===== src/rtl/sass_beat_pkg.sv =====
// Shared types and constants for the beat interface: beat index, tempo index
// and the beat generator state, plus the saturating tempo step rule.
package sass_beat_pkg;

   typedef logic [2:0] beat_t;
   typedef logic [2:0] tempo_idx_t;

   typedef enum logic [1:0] {
      IDLE  = 2'd0,
      RUN   = 2'd1,
      PAUSE = 2'd2
   } beat_state_t;

   localparam int NUM_BEATS     = 8;
   localparam int MAX_TEMPO_IDX = 7;

   // Simultaneous up and down pulses cancel; otherwise step and clamp to 0..7.
   function automatic tempo_idx_t next_tempo(input tempo_idx_t idx,
                                             input logic       up,
                                             input logic       down);
      tempo_idx_t res;
      res = idx;
      if (up && !down && (int'(idx) < MAX_TEMPO_IDX))
         res = idx + tempo_idx_t'(1);
      else if (down && !up && (idx != '0))
         res = idx - tempo_idx_t'(1);
      return res;
   endfunction

endpackage


===== src/rtl/beat_sync_gen_tempo_ctrl.sv =====
// Tempo index register with saturating up/down control, and the matching
// registered "last counter value of a beat" (period - 1) for that index.
module tempo_ctrl
   import sass_beat_pkg::*;
#(
   parameter int MAX_PERIOD    = 1_500_000,
   parameter int STEP_PERIOD   = 150_000,
   parameter int DEFAULT_TEMPO = 3,
   parameter int CNT_W         = $clog2(MAX_PERIOD)
) (
   input  logic             clk,
   input  logic             rst,
   input  logic             tempo_up,
   input  logic             tempo_down,
   output tempo_idx_t       tempo_idx,
   output logic [CNT_W-1:0] period_last
);

   localparam logic [CNT_W-1:0] LAST_MAX = CNT_W'(MAX_PERIOD - 1);
   localparam logic [CNT_W-1:0] STEP     = CNT_W'(STEP_PERIOD);

   tempo_idx_t idx_next;

   // period - 1 fits the counter width even at tempo 0, where period itself
   // may need one more bit than the counter has.
   function automatic logic [CNT_W-1:0] last_for(input tempo_idx_t idx);
      return LAST_MAX - (CNT_W'(idx) * STEP);
   endfunction

   always_comb idx_next = next_tempo(tempo_idx, tempo_up, tempo_down);

   // NOTE: state registers use non-blocking assignments so every flop samples
   // pre-edge values, regardless of the order the simulator runs blocks in.
   always_ff @(posedge clk or posedge rst) begin
      if (rst) begin
         tempo_idx   <= tempo_idx_t'(DEFAULT_TEMPO);
         period_last <= last_for(tempo_idx_t'(DEFAULT_TEMPO));
      end else begin
         tempo_idx   <= idx_next;
         period_last <= last_for(idx_next);
      end
   end

endmodule


===== src/rtl/beat_sync_gen.sv =====
// Beat source for the sequencer: 8-beat bar counter with beat/bar strobes,
// pause and start/stop control; the tempo is owned by tempo_ctrl.
module beat_sync_gen
   import sass_beat_pkg::*;
#(
   parameter int MAX_PERIOD    = 1_500_000,
   parameter int STEP_PERIOD   = 150_000,
   parameter int DEFAULT_TEMPO = 3
) (
   input  logic       clk,
   input  logic       rst,
   input  logic       sequencer_on,
   input  logic       pause,
   input  logic       tempo_up,
   input  logic       tempo_down,
   output logic [2:0] beat,
   output logic       beat_strobe,
   output logic       bar_strobe,
   output logic [2:0] tempo_idx
);

   localparam int    CNT_W     = $clog2(MAX_PERIOD);
   localparam beat_t LAST_BEAT = beat_t'(NUM_BEATS - 1);

   beat_state_t      state, state_next;
   logic [CNT_W-1:0] cnt, cnt_next;
   logic [CNT_W-1:0] period_last;
   beat_t            beat_next;
   logic             beat_strobe_next, bar_strobe_next;
   tempo_idx_t       tempo_idx_q;

   tempo_ctrl #(
      .MAX_PERIOD    (MAX_PERIOD),
      .STEP_PERIOD   (STEP_PERIOD),
      .DEFAULT_TEMPO (DEFAULT_TEMPO),
      .CNT_W         (CNT_W)
   ) u_tempo_ctrl (
      .clk         (clk),
      .rst         (rst),
      .tempo_up    (tempo_up),
      .tempo_down  (tempo_down),
      .tempo_idx   (tempo_idx_q),
      .period_last (period_last)
   );

   assign tempo_idx = tempo_idx_q;

   // NOTE: every variable gets a default before the case so that no path
   // leaves it unassigned; an unassigned path would infer a latch.
   always_comb begin
      state_next       = state;
      cnt_next         = cnt;
      beat_next        = beat;
      beat_strobe_next = 1'b0;
      bar_strobe_next  = 1'b0;

      if (!sequencer_on) begin
         state_next = IDLE;
         cnt_next   = '0;
         beat_next  = '0;
      end else begin
         unique case (state)
            IDLE: begin
               cnt_next  = '0;
               beat_next = '0;
               if (pause) begin
                  state_next = PAUSE;
               end else begin
                  state_next       = RUN;
                  beat_strobe_next = 1'b1;
                  bar_strobe_next  = 1'b1;
               end
            end
            RUN: begin
               if (pause) begin
                  state_next = PAUSE;
               end else if (cnt >= period_last) begin
                  // >= so a tempo raise mid-beat ends the beat at once
                  // instead of wrapping the counter.
                  cnt_next         = '0;
                  beat_next        = beat + beat_t'(1);
                  beat_strobe_next = 1'b1;
                  bar_strobe_next  = (beat == LAST_BEAT);
               end else begin
                  cnt_next = cnt + CNT_W'(1);
               end
            end
            PAUSE: begin
               if (!pause) state_next = RUN;
            end
            default: begin
               state_next = IDLE;
               cnt_next   = '0;
               beat_next  = '0;
            end
         endcase
      end
   end

   always_ff @(posedge clk or posedge rst) begin
      if (rst) begin
         state       <= IDLE;
         cnt         <= '0;
         beat        <= '0;
         beat_strobe <= 1'b0;
         bar_strobe  <= 1'b0;
      end else begin
         state       <= state_next;
         cnt         <= cnt_next;
         beat        <= beat_next;
         beat_strobe <= beat_strobe_next;
         bar_strobe  <= bar_strobe_next;
      end
   end

endmodule

===== config.mk =====
export PLATFORM = sky130hd
export DESIGN_NAME = beat_sync_gen
export DESIGN_NICKNAME = d
export VERILOG_FILES = /design/src/rtl/sass_beat_pkg.sv /design/src/rtl/beat_sync_gen_tempo_ctrl.sv /design/src/rtl/beat_sync_gen.sv
export SDC_FILE = /design/constraint.sdc
export NUM_CORES = 1
export LEC_CHECK = 0
export ABC_AREA = 0
export CAP_MARGIN = 10
export CORE_MARGIN = 5
export CORE_UTILIZATION = 60
export CTS_CLUSTER_SIZE = 12
export DETAILED_ROUTE_END_ITERATION = 8
export GPL_ROUTABILITY_DRIVEN = 0
export GPL_TIMING_DRIVEN = 0
export PLACE_DENSITY_LB_ADDON = 0.1
export SYNTH_ARGS = -nofsm -noshare
export SYNTH_HDL_FRONTEND = slang
export SYNTH_HIERARCHICAL = 1
export SYNTH_SLANG_ARGS = --single-unit

===== constraint.sdc =====
create_clock -name clk -period 6.1 [get_ports clk]
set_input_delay 0.915 -clock clk [delete_from_list [all_inputs] [get_ports clk]]
set_output_delay 0.915 -clock clk [all_outputs]
set_load 0.1 [all_outputs]

==> qor.yml <==
outcome:
  status: "finished, final reports clean"
worst_setup_path:
  cp-start-kind: "primary input"
  worstPathRequired_ps: 6300
  max_stage_delay_ps: 780
  path_class: "primary input to flop"
  arrival_ps: 5970
  crit_chain: "clkdlybuf4s50_1 -> nor2b_4 -> o22ai_1 -> o31ai_2 -> inv_1 -> fa_1 -> ha_1 -> inv_1 -> fa_1 -> nor2_1 -> o21a_1 -> o21ai_0 -> xor2_1 -> or3_1 -> o32ai_1 -> mux2i_1 -> xnor2_1"
  critPathSlowestCell: "o31ai_2"
  endpoint_kind: "flop"
  cp_max_fo: 11
power_and_ir_drop:
  power.internal_uw: 1141
  switching_share_pct: 46.87
  power_density_nw_per_um2: 564.2
  p_leak_uw: 0.001756
  p_comb_share_pct: 67.5
  peakVddDrop_uv: 1043
  p_seq_share_pct: 21.6
  clockPowerShare_pct: 10.8
  switchingPower_uw: 1007
clock_network:
  cts.htree.levels: 2
  cts_buffer_depth: 2
  cts_buffers: 5
  clock_sinks: 47
  clkSlewWorstSetupHoldPaths_ps: 80
  cts_tree: "yes"
  clk_latency_ps: 300
  root_buffer: "clkbuf_8"
timing:
  max_freq_mhz: 173.2
  slew_violations: 0
  max_slew.worst_pin.slew_ps: 968.9
  fin_skew_ps: 15.90
  setup_viol: 0
  period_minus_slack_ps: 5773
  grt_setup_unrepaired: "no"
  max_slew_margin_pct: 35.20
  period_share_pct: 94.63
  hold_violations: 0
synthesis:
  synthDistinctLibCells: 60
  ys_seq_elements: 47
  synth-edff-count: 0
  yosys_warnings: 6
  syn_area_um2: 3440
  seq_area_frac_synth_pct: 34.41
  postSynthAreaPerCell_um2: 9.221
  synthArstFlopShare_pct: 100.0
  synth_flop_cell: "dfrtp_1"
  post_synth_inst_count: 373
job:
  maxCapViolCount: 0
die:
  core_region_area_um2: 5540
  start_util_pct: 62.08
  fp.dieW_um: 85.72
  dieHeight_um: 85.72
  num_rows: 27
  dieArea_um2: 7347
  io_pins: 14
drt:
  vias: 2630
  wl_per_cell_um: 13.28
  drtIter0Drc: 138
  finalWirelength_mm: 6.243
  drc_errors: 0
  detail-route-antenna-nets: 0
  drtPass1Iterations: 4
  vias_per_cell: 5.596
final_layout:
  nets: 445
  num_antenna_cells: 0
  fillCellCount: 478
  drive_gt1_share_pct: 10.80
  fin_cells: 470
  syn2layout_area_growth_pct: 10.69
  fin_util_pct: 68.72
global_route:
  grt_pass1_vias: 2576
  grt_max_degree: 29
  grt_use_total_pct: 18.52
  antenna_found_initial: 0
  grt_first_pass_wirelength_mm: 11.39
  globalRouteOverflowTotal: 0
placement:
  place_hpwl_mm: 4.798
  port_buffers: 13
  dp.cells: 461
min_path:
  hold_class: "flop to flop"
## repair_timing
| action | CTS | global route |
|---|---|---|
| hold buffers | 0 | 0 |
| setup buffers | 0 | 0 |
| gates resized for setup | 0 | 1 |
| setup endpoints to repair | 0 | 1 |
## kinds of logic after synthesis
logic type,synth area share (%)
other,0.1090
AND/OR/NAND/NOR,17.90
AO/OA/AOI/OAI,16.41
flip-flops,34.41
XOR/XNOR,7.130
adder cells (fa/ha/maj),16.15
buffers and inverters,7.311
multiplexers,0.5821
## power groups by stage
stage	Combinational, uW	Sequential, uW	Clock [uW]
2_1_floorplan	1100	540	0
6_report	1450	465	233
3_5_place_dp	1450	470	0
5_1_grt	1620	474	251
3_3_place_gp	1410	470	0
4_1_cts	1450	466	237
## layout make-up
| class | instances | area, um^2 | area share, % |
|---|---|---|---|
| plain buffers | 11 | 71.32 | 1.873 |
| clock buffers | 6 | 82.58 | 2.169 |
| clock inverters | 2 | 35.03 | 0.9201 |
| inverters | 48 | 180.2 | 4.732 |
| multi-input cells | 270 | 2019 | 53.04 |
| flip-flops and latches | 47 | 1184 | 31.09 |
| well taps | 72 | 90.09 | 2.366 |
| repair buffers | 14 | 145.1 | 3.812 |
## state kept, by name (all words and copies together) (netlist names)
name / count
bar_strobe: 1
beat: 3
beat_strobe: 1
cnt: 21
state: 2
u_tempo_ctrl/period_last: 16
u_tempo_ctrl/tempo_idx: 3
## metal layers
| metal | wire (um) | global-route usage, % | part of all wire [%] | vias to the layer above |
|---|---|---|---|---|
| met5 | 0 | 0 | 0 | - |
| met2 | 3100 | 32.56 | 50 | 35 |
| met3 | 189 | 3.266 | 3.0 | 2 |
| met4 | 23 | 2.734 | 0.37 | 0 |
| met1 | 2929 | 24.38 | 47 | 1268 |
| li1 | - | - | - | 1325 |
## worst paths after layout
path,to,slack (ps),startpoint,depth (start not counted)
worst max register to register,u_tempo_ctrl/period_last[19],720,u_tempo_ctrl/tempo_idx[0],18
max in group asynchronous,cnt[6],4540,rst,3
worst min-delay path,beat[2],550,beat[2],2
worst min register to register,beat[2],550,beat[2],2
worst max-delay path,u_tempo_ctrl/period_last[19],330,tempo_down,17
min in group asynchronous,cnt[16],1050,rst,2
## worst max-delay path, delay by kind of cell
family,cells,cell delay (ps)
AND/OR/NAND/NOR,3,780
AO/OA/AOI/OAI,5,1430
adder cells (fa/ha/maj),3,1370
buffers and inverters,3,880
multiplexers,1,260
XOR/XNOR,2,330
## cells in the mapped netlist (2+ instances only)
| library cell | n | area [um^2] |
|---|---|---|
| or3_1 | 3 | 18.77 |
| a21oi_1 | 22 | 110.1 |
| or2_2 | 3 | 18.77 |
| o211ai_1 | 3 | 22.52 |
| o22ai_1 | 7 | 43.79 |
| ha_1 | 38 | 475.5 |
| nand3_1 | 13 | 65.06 |
| xnor2_1 | 15 | 131.4 |
| inv_1 | 47 | 176.4 |
| mux2i_1 | 2 | 20.02 |
| buf_2 | 3 | 15.01 |
| nor3_1 | 7 | 35.03 |
| nor2b_1 | 5 | 31.28 |
| nand4_1 | 8 | 50.05 |
| nand2_1 | 25 | 93.84 |
| and3b_1 | 2 | 17.52 |
| a32o_1 | 3 | 30.03 |
| buf_4 | 7 | 52.55 |
| xor2_1 | 13 | 113.9 |
| nand2b_1 | 6 | 37.54 |
| dfrtp_1 | 41 | 1026 |
| o21ai_0 | 17 | 85.08 |
| a31o_2 | 2 | 17.52 |
| fa_1 | 4 | 80.08 |
| and2_1 | 5 | 31.28 |
| o2bb2ai_1 | 2 | 17.52 |
| a31oi_1 | 4 | 25.02 |
| dfstp_2 | 6 | 157.7 |
| nor2_1 | 24 | 90.09 |
| and3_1 | 4 | 25.02 |
| o21bai_1 | 2 | 15.01 |
| a221o_1 | 2 | 20.02 |
## stage by stage
stage	setup TNS (ps)	total power [uW]	setup WS (ps)	instance area (um^2)	hold slack, ps
final	0	2148	327.5	3807	548.0
after global routing	0	2347	90.46	3807	588.7
after CTS	0	2153	136.0	3789	550.5
after detailed placement	-115.4	1916	-115.4	3671	536.9
after global placement	-100.7	1876	-100.7	3671	522.9
after floorplan	0	1638	934.8	3451	492.9
## cells in the final DEF, fill, tap and decap left out, drive strengths merged, types with 8 or more instances in the layout
master,count
a21oi,23
buf,11
clkdlybuf4s50,13
dfrtp,41
ha,38
inv,48
nand2,25
nand3,13
nand4,8
nor2,25
nor3,8
o21ai,18
xnor2,15
xor2,13
Power figures use the tool's default switching activity.
